===== src/rtl/mips_pkg.sv =====
// ============================================================================
//  Module      : mips_pkg
//  Description : Shared definitions for the MIPS core. Holds the fetch-stage
//                state encoding, the instruction field positions and the
//                opcode constants also used by SingleCycleControl.
//                Also holds the branch offset helper used by next_pc_calc.
//  Revision    : 1.0 - initial release
// ============================================================================
`default_nettype none

package mips_pkg;

    typedef enum logic [1:0] {
        IDLE  = 2'd0,
        REQ   = 2'd1,
        HOLD  = 2'd2,
        FAULT = 2'd3
    } fetch_state_e;

    // Instruction field positions
    localparam int OPCODE_MSB = 31;
    localparam int OPCODE_LSB = 26;
    localparam int FUNC_MSB   = 5;
    localparam int FUNC_LSB   = 0;
    localparam int JIDX_MSB   = 25;
    localparam int IMM_MSB    = 15;

    // Opcodes shared with the control unit
    localparam logic [5:0] JOPCODE   = 6'h02;
    localparam logic [5:0] BEQOPCODE = 6'h04;

    // Word-scaled, sign-extended branch displacement
    function automatic logic [31:0] branch_offset(input logic [15:0] imm);
        return {{14{imm[15]}}, imm, 2'b00};
    endfunction

endpackage

`default_nettype wire


===== src/rtl/instruction_fetch_if.sv =====
// ============================================================================
//  Module      : instruction_fetch_if
//  Description : Instruction-memory read channel (req/ack handshake).
//                master : fetch stage  (drives IMemReq, IMemAddr)
//                slave  : memory side  (drives IMemAck, IMemData)
//  Revision    : 1.0 - initial release
// ============================================================================
`default_nettype none

interface instruction_fetch_if;
    logic        IMemReq;
    logic [31:0] IMemAddr;
    logic        IMemAck;
    logic [31:0] IMemData;

    modport master (
        output IMemReq,
        output IMemAddr,
        input  IMemAck,
        input  IMemData
    );

    modport slave (
        input  IMemReq,
        input  IMemAddr,
        output IMemAck,
        output IMemData
    );
endinterface

`default_nettype wire


===== src/rtl/instruction_fetch_next_pc_calc.sv =====
// ============================================================================
//  Module      : next_pc_calc
//  Description : Combinational next-PC selection: PC+4, beq target or
//                j target. Jump has priority over a taken branch.
//  Ports       : pc_i          current PC
//                instr_idx_i   Instr[25:0] (jump index, low half = imm)
//                jump_i        jump from control
//                branch_i      branch from control
//                zero_i        ALU zero flag
//                pc_plus4_o    pc_i + 4 (wraps modulo 2^32)
//                next_pc_o     selected next PC
//  Revision    : 1.0 - initial release
// ============================================================================
`default_nettype none

module next_pc_calc
    import mips_pkg::*;
(
    input  wire  [31:0]       pc_i,
    input  wire  [JIDX_MSB:0] instr_idx_i,
    input  wire               jump_i,
    input  wire               branch_i,
    input  wire               zero_i,
    output logic [31:0]       pc_plus4_o,
    output logic [31:0]       next_pc_o
);

    assign pc_plus4_o = pc_i + 32'd4;

    always_comb begin
        next_pc_o = pc_plus4_o;
        if (jump_i) begin
            next_pc_o = {pc_plus4_o[31:28], instr_idx_i, 2'b00};
        end else if (branch_i && zero_i) begin
            next_pc_o = pc_plus4_o + branch_offset(instr_idx_i[IMM_MSB:0]);
        end
    end

endmodule

`default_nettype wire


===== src/rtl/instruction_fetch.sv =====
// ============================================================================
//  Module      : instruction_fetch
//  Description : MIPS fetch stage. Owns the PC, reads instruction memory over
//                a req/ack handshake, holds the returned word for decode and
//                steps the PC when the datapath retires the instruction.
//  Config      : IFETCH_ALIGN_CHECK_EN - when defined, a misaligned next PC
//                traps into FAULT (left only by reset). When undefined, the
//                next PC is forced word-aligned and Fault is tied 0.
//  Ports       : CLK, Resetb (async, active low)
//                imem        instruction memory channel (master)
//                Instr/Opcode/FuncCode/InstrValid  held instruction + decode
//                PC, PCPlus4 address of held instruction and its successor
//                Advance, Jump, Branch, Zero       retire + flow control
//                Fault       misaligned-target trap
//  Revision    : 1.0 - initial release
// ============================================================================
`default_nettype none

module instruction_fetch
    import mips_pkg::*;
#(
    parameter logic [31:0] RESET_PC = 32'h0000_0000
) (
    input  wire                 CLK,
    input  wire                 Resetb,
    instruction_fetch_if.master imem,
    output logic [31:0]         Instr,
    output logic [5:0]          Opcode,
    output logic [5:0]          FuncCode,
    output logic                InstrValid,
    output logic [31:0]         PC,
    output logic [31:0]         PCPlus4,
    input  wire                 Advance,
    input  wire                 Jump,
    input  wire                 Branch,
    input  wire                 Zero,
    output logic                Fault
);

    fetch_state_e state_q, state_d;
    logic [31:0]  pc_q, pc_d;
    logic [31:0]  instr_q, instr_d;
    logic [31:0]  next_pc_raw;
    logic [31:0]  next_pc;
    logic         misaligned;

    next_pc_calc u_next_pc_calc (
        .pc_i        (pc_q),
        .instr_idx_i (instr_q[JIDX_MSB:0]),
        .jump_i      (Jump),
        .branch_i    (Branch),
        .zero_i      (Zero),
        .pc_plus4_o  (PCPlus4),
        .next_pc_o   (next_pc_raw)
    );

`ifdef IFETCH_ALIGN_CHECK_EN
    assign next_pc    = next_pc_raw;
    assign misaligned = (next_pc_raw[1:0] != 2'b00);
    assign Fault      = (state_q == FAULT);
`else
    assign next_pc    = next_pc_raw & 32'hFFFF_FFFC;
    assign misaligned = 1'b0;
    assign Fault      = 1'b0;
`endif

    always_ff @(posedge CLK or negedge Resetb) begin
        if (!Resetb) begin
            state_q <= IDLE;
            pc_q    <= RESET_PC;
            instr_q <= 32'h0000_0000;
        end else begin
            state_q <= state_d;
            pc_q    <= pc_d;
            instr_q <= instr_d;
        end
    end

    always_comb begin
        state_d = state_q;
        pc_d    = pc_q;
        instr_d = instr_q;
        case (state_q)
            IDLE: state_d = REQ;
            REQ: begin
                if (imem.IMemAck) begin
                    instr_d = imem.IMemData;
                    state_d = HOLD;
                end
            end
            HOLD: begin
                if (Advance) begin
                    // PC takes the target even when it traps, for post-mortem
                    pc_d    = next_pc;
                    state_d = misaligned ? FAULT : REQ;
                end
            end
            default: state_d = state_q;   // FAULT: only reset leaves
        endcase
    end

    // Request and valid decode straight from the state register so an async
    // reset drops them immediately.
    assign imem.IMemReq  = (state_q == REQ);
    assign imem.IMemAddr = pc_q;
    assign InstrValid    = (state_q == HOLD);
    assign PC            = pc_q;
    assign Instr         = instr_q;
    assign Opcode        = instr_q[OPCODE_MSB:OPCODE_LSB];
    assign FuncCode      = instr_q[FUNC_MSB:FUNC_LSB];

endmodule

`default_nettype wire


===== src/flat_wrapper.sv =====
// flat-port wrapper written by rule: the top's interface ports become plain ports
module instruction_fetch_flat import mips_pkg::*;
#(
    parameter logic [31:0] RESET_PC = 32'h0000_0000
)
  (CLK, Resetb, Instr, Opcode, FuncCode, InstrValid, PC, PCPlus4, Advance, Jump, Branch, Zero, Fault, imem_IMemReq, imem_IMemAddr, imem_IMemAck, imem_IMemData);
  instruction_fetch_if imem_i ();
  input  wire CLK;
  input  wire Resetb;
  output logic [31:0] Instr;
  output logic [5:0] Opcode;
  output logic [5:0] FuncCode;
  output logic InstrValid;
  output logic [31:0] PC;
  output logic [31:0] PCPlus4;
  input  wire Advance;
  input  wire Jump;
  input  wire Branch;
  input  wire Zero;
  output logic Fault;
  output wire logic [$bits(imem_i.IMemReq)-1:0] imem_IMemReq;
  output wire logic [$bits(imem_i.IMemAddr)-1:0] imem_IMemAddr;
  input wire logic [$bits(imem_i.IMemAck)-1:0] imem_IMemAck;
  input wire logic [$bits(imem_i.IMemData)-1:0] imem_IMemData;
  assign imem_IMemReq = imem_i.IMemReq;
  assign imem_IMemAddr = imem_i.IMemAddr;
  assign imem_i.IMemAck = imem_IMemAck;
  assign imem_i.IMemData = imem_IMemData;
  instruction_fetch #(.RESET_PC(RESET_PC)) u_core (.CLK(CLK), .Resetb(Resetb), .imem(imem_i), .Instr(Instr), .Opcode(Opcode), .FuncCode(FuncCode), .InstrValid(InstrValid), .PC(PC), .PCPlus4(PCPlus4), .Advance(Advance), .Jump(Jump), .Branch(Branch), .Zero(Zero), .Fault(Fault));
endmodule

===== config.mk =====
export PLATFORM = sky130hd
export DESIGN_NAME = instruction_fetch_flat
export DESIGN_NICKNAME = d
export VERILOG_FILES = /design/src/rtl/mips_pkg.sv /design/src/rtl/instruction_fetch_if.sv /design/src/rtl/instruction_fetch_next_pc_calc.sv /design/src/rtl/instruction_fetch.sv /design/src/flat_wrapper.sv
export SDC_FILE = /design/constraint.sdc
export NUM_CORES = 1
export LEC_CHECK = 0
export ABC_AREA = 1
export BUFFER_PORTS_ARGS = -buffer_cell sky130_fd_sc_hd__buf_2
export CAP_MARGIN = 15
export CORE_AREA = 4 4 114 116
export DETAILED_ROUTE_END_ITERATION = 10
export DIE_AREA = 0 0 118 120
export HOLD_SLACK_MARGIN = 0.02
export PLACE_DENSITY = 0.84
export SYNTH_ARGS = -nofsm -noshare
export SYNTH_HDL_FRONTEND = slang
export SYNTH_SLANG_ARGS = --single-unit

===== constraint.sdc =====
create_clock -name CLK -period 2.95 [get_ports CLK]
set_input_delay 0.1475 -clock CLK [delete_from_list [all_inputs] [get_ports CLK]]
set_output_delay 0.1475 -clock CLK [all_outputs]
set_load 0.01 [all_outputs]

==> flow_metrics.tcl <==
set metrics [dict create \
    root_buffer "clkbuf_16" \
    numCtsBuffers 9 \
    synth_flop_cell "dfrtp_1" \
    slowest_delay_ps 380 \
    synth_common_cells "nand2_1 (309), inv_1 (140), nor2_1 (85)" \
    period_share 0.9956 \
    worstPathCellList "buf_4 > ha_4 > nand3_4 > inv_1 > nand2_1 > inv_1 > or2_2 > nand2_2 > inv_1 > ha_4 > nand2_1 > nor2_2 > buf_4 > nand2_1 > o21ai_1 > xor2_1 > o21ai_1 > nand2_1" \
    drc 0 \
    die_width_um 118 \
    grt_overflow 0 \
    htree_levels 3 \
    hold_path.class "in -> reg" \
    cp-startpoint "u_core.PC[2]$_DFFE_PN0P_" \
    vias_per_cell 5.394 \
    cts_buffer_depth 2 \
    grt_pass1_vias 6456 \
    irDropWorstVdd_uv 300.4 \
    critPathBufInv 5 \
    cts_tree "done" \
    vias 7244 \
    fin_hold_ws_ps 37.41 \
    die_height_um 120 \
    netlist_top_cells_area "dfrtp_1 (25%), nand2_1 (18%), inv_1 (8.2%), ha_1 (7.1%), buf_4 (5.8%)" \
    skew_ps 8.335 \
    rsz0062_at_grt "yes" \
    cp_common_cell "nand2_1" \
    dp_hpwl_um 16780 \
    setup.worst_path.end_class "register" \
    hold_viol_final 0 \
    yosysWarnings 0 \
    initial_core_util 0.5361 \
    dieArea_um2 14160 \
    power.density_nw_per_um2 240.5 \
    wire_per_inst_um 16.68 \
    dr.pass1.iters 5 \
    final_nets 1267 \
    regArea_um2 1612 \
    core-area_um2 11910 \
    clk_latency_ps 340 \
    antennaDiodeCount 0 \
    syn_inst 975 \
    routed_wl_um 22400 \
    dpl_cell_area_um2 7532 \
    r2r_slack_ps 10 \
    cts.sinks 64 \
    grt_first_pass_wirelength_um 33340 \
    synth_top_area_frac 0.2508 \
    tightestPinTransition_ps 828.5 \
    slowest_stage "dfrtp_1" \
    dp.cells 1306 \
    finalPower_mw 2.062 \
    critPathTopFamily "simple AND/OR/NAND/NOR gates" \
    ioPinCount 182 \
    worstSetupPathType "reg -> reg" \
    rows 40 \
    antenna_found_initial 0 \
    yosys.area.top_type "dfrtp_1" \
    io_buffers 174 \
    timing.fmax_mhz 340.5 \
    synth-seq-cells 64 \
    ys_types 47 \
    grt_max_degree 65 \
    synth_area_um2 6386 \
    drv_slew 0 \
    slew_headroom 0.4477 \
    arrival_ps 3200 \
    crit_required_ps 3220 \
    gp_congestion 1.039 \
    status "complete, no violations" \
    synth.most_common_cell "nand2_1" \
    grt_use_total 0.2939 \
    dpl_worst_slack_ps -24.62 \
    r2r-start "u_core.PC[2]$_DFFE_PN0P_" \
    syn2layout_area_growth_pct 34.27 \
    leakage_nw 5.081 \
    syn_area_per_cell_um2 6.550 \
    async_flop_share 1.000 \
    hp-start "imem_IMemData[30]" \
    synth_edf_count 0 \
    startpoint_type "register" \
    fill_cells 940 \
    fin_cells 1343 \
    drive_gt1_frac 0.3846 \
    setup_viol 0 \
    drt-initial-drc-count 795 \
    multi_input_area_um2 4394 \
    postRouteAntennaNets 0 \
    finalCriticalPeriod_ps 2937 \
    fin_area_um2 8574 \
    clk_pin_slew_worst_paths_ps 60 \
    crit_fanout 4 \
    yosysSeqAreaShare 0.2508 \
    fin_ws_ps 12.88 \
    maxCapViolations 0 \
]
==> logic make-up (layout without fill, tap and decap cells) <==
| kind of cell | Yosys count | after routing | share of synthesized area |
|---|---|---|---|
| AO/OA/AOI/OAI | 109 | 109 | 0.09796 |
| XOR/XNOR | 23 | 23 | 0.03154 |
| adder cells (fa/ha/maj) | 37 | 37 | 0.07367 |
| buffers and inverters | 208 | 423 | 0.1532 |
| flip-flops | 64 | 64 | 0.2508 |
| multiplexers | 31 | 31 | 0.05466 |
| other | 1 | 7 | 0.0005872 |
| AND/OR/NAND/NOR | 502 | 502 | 0.3376 |
==> worst paths after layout <==
path | to | cells after the start
max reg2reg | u_core.PC[17]$_DFFE_PN0P_ | 18
min reg2reg | u_core.Instr[28]$_DFFE_PN0P_ | 1
min | u_core.Instr[30]$_DFFE_PN0P_ | 2
min in group asynchronous | u_core.Instr[27]$_DFFE_PN0P_ | 3
max in group asynchronous | u_core.PC[14]$_DFFE_PN0P_ | 3
max | u_core.PC[17]$_DFFE_PN0P_ | 18
==> through the flow <==
stage | TNS (ps) | util
after floorplan | 0 | -
after global placement | -148.1 | 0.6324
after detailed placement | -123.1 | 0.6324
after CTS | 0 | 0.6624
after global routing | -823.2 | 0.7199
final | 0 | 0.7199
==> power by group <==
group          leakage (nW)  internal, mW  switching (mW)  total [mW]
Sequential            0.832         0.878               0       0.878
Combinational          4.10        0.0271          0.0597      0.0868
Clock                 0.145         0.680           0.418        1.10
Total                  5.08          1.58           0.477        2.06
==> cell type report <==
cell class	count	area share
well taps	147	0.02145
inverters	145	0.06348
flip-flops and latches	64	0.1879
clock buffers	10	0.02787
multi-input cells	709	0.5125
repair buffers	262	0.1789
clock inverters	6	0.007880
==> sequential cells by signal (all words and copies together), names as in the netlist <==
register        cells
u_core.PC          30
u_core.state_q      2
u_core.Instr       32
==> worst register-to-register path: cells and delay by family, from the launching register on <==
family | cells | cell delay, ps
fa+ha+maj | 2 | 480
flops | 1 | 380
buf+inv | 5 | 500
xor+xnor | 1 | 260
simple gates | 8 | 940
compound gates | 2 | 300
==> layout by cell type (no fill, tap or decap), types with 11 or more instances in the layout <==
cell type,netlist,layout
a21oi_1,48,37
a21oi_2,0,11
buf_2,5,174
buf_4,49,87
dfrtp_1,64,56
ha_1,36,19
ha_4,0,15
inv_1,140,131
inv_2,4,13
mux2_2,31,31
nand2_1,309,289
nand2_2,7,25
nand3_1,57,48
nand4_1,13,13
nor2_1,85,62
nor2_2,5,21
o21ai_0,26,25
o21ai_1,11,11
==> layer usage <==
layer	GRT usage	vias to the layer above	routed length, um
met3	0.05561	53	2499
met5	0	-	0
met2	0.4682	420	10270
li1	-	3451	-
met4	0.08352	0	596
met1	0.4083	3320	9029
==> repair_timing <==
item	CTS	global route
resized for setup	7	126
pin swaps	0	20
hold endpoints to repair	13	0
gates cloned	0	0
buffers inserted	1	19
endpoints found under the setup margin	7	22
hold buffers	1	0
Power figures use the tool's default switching activity.
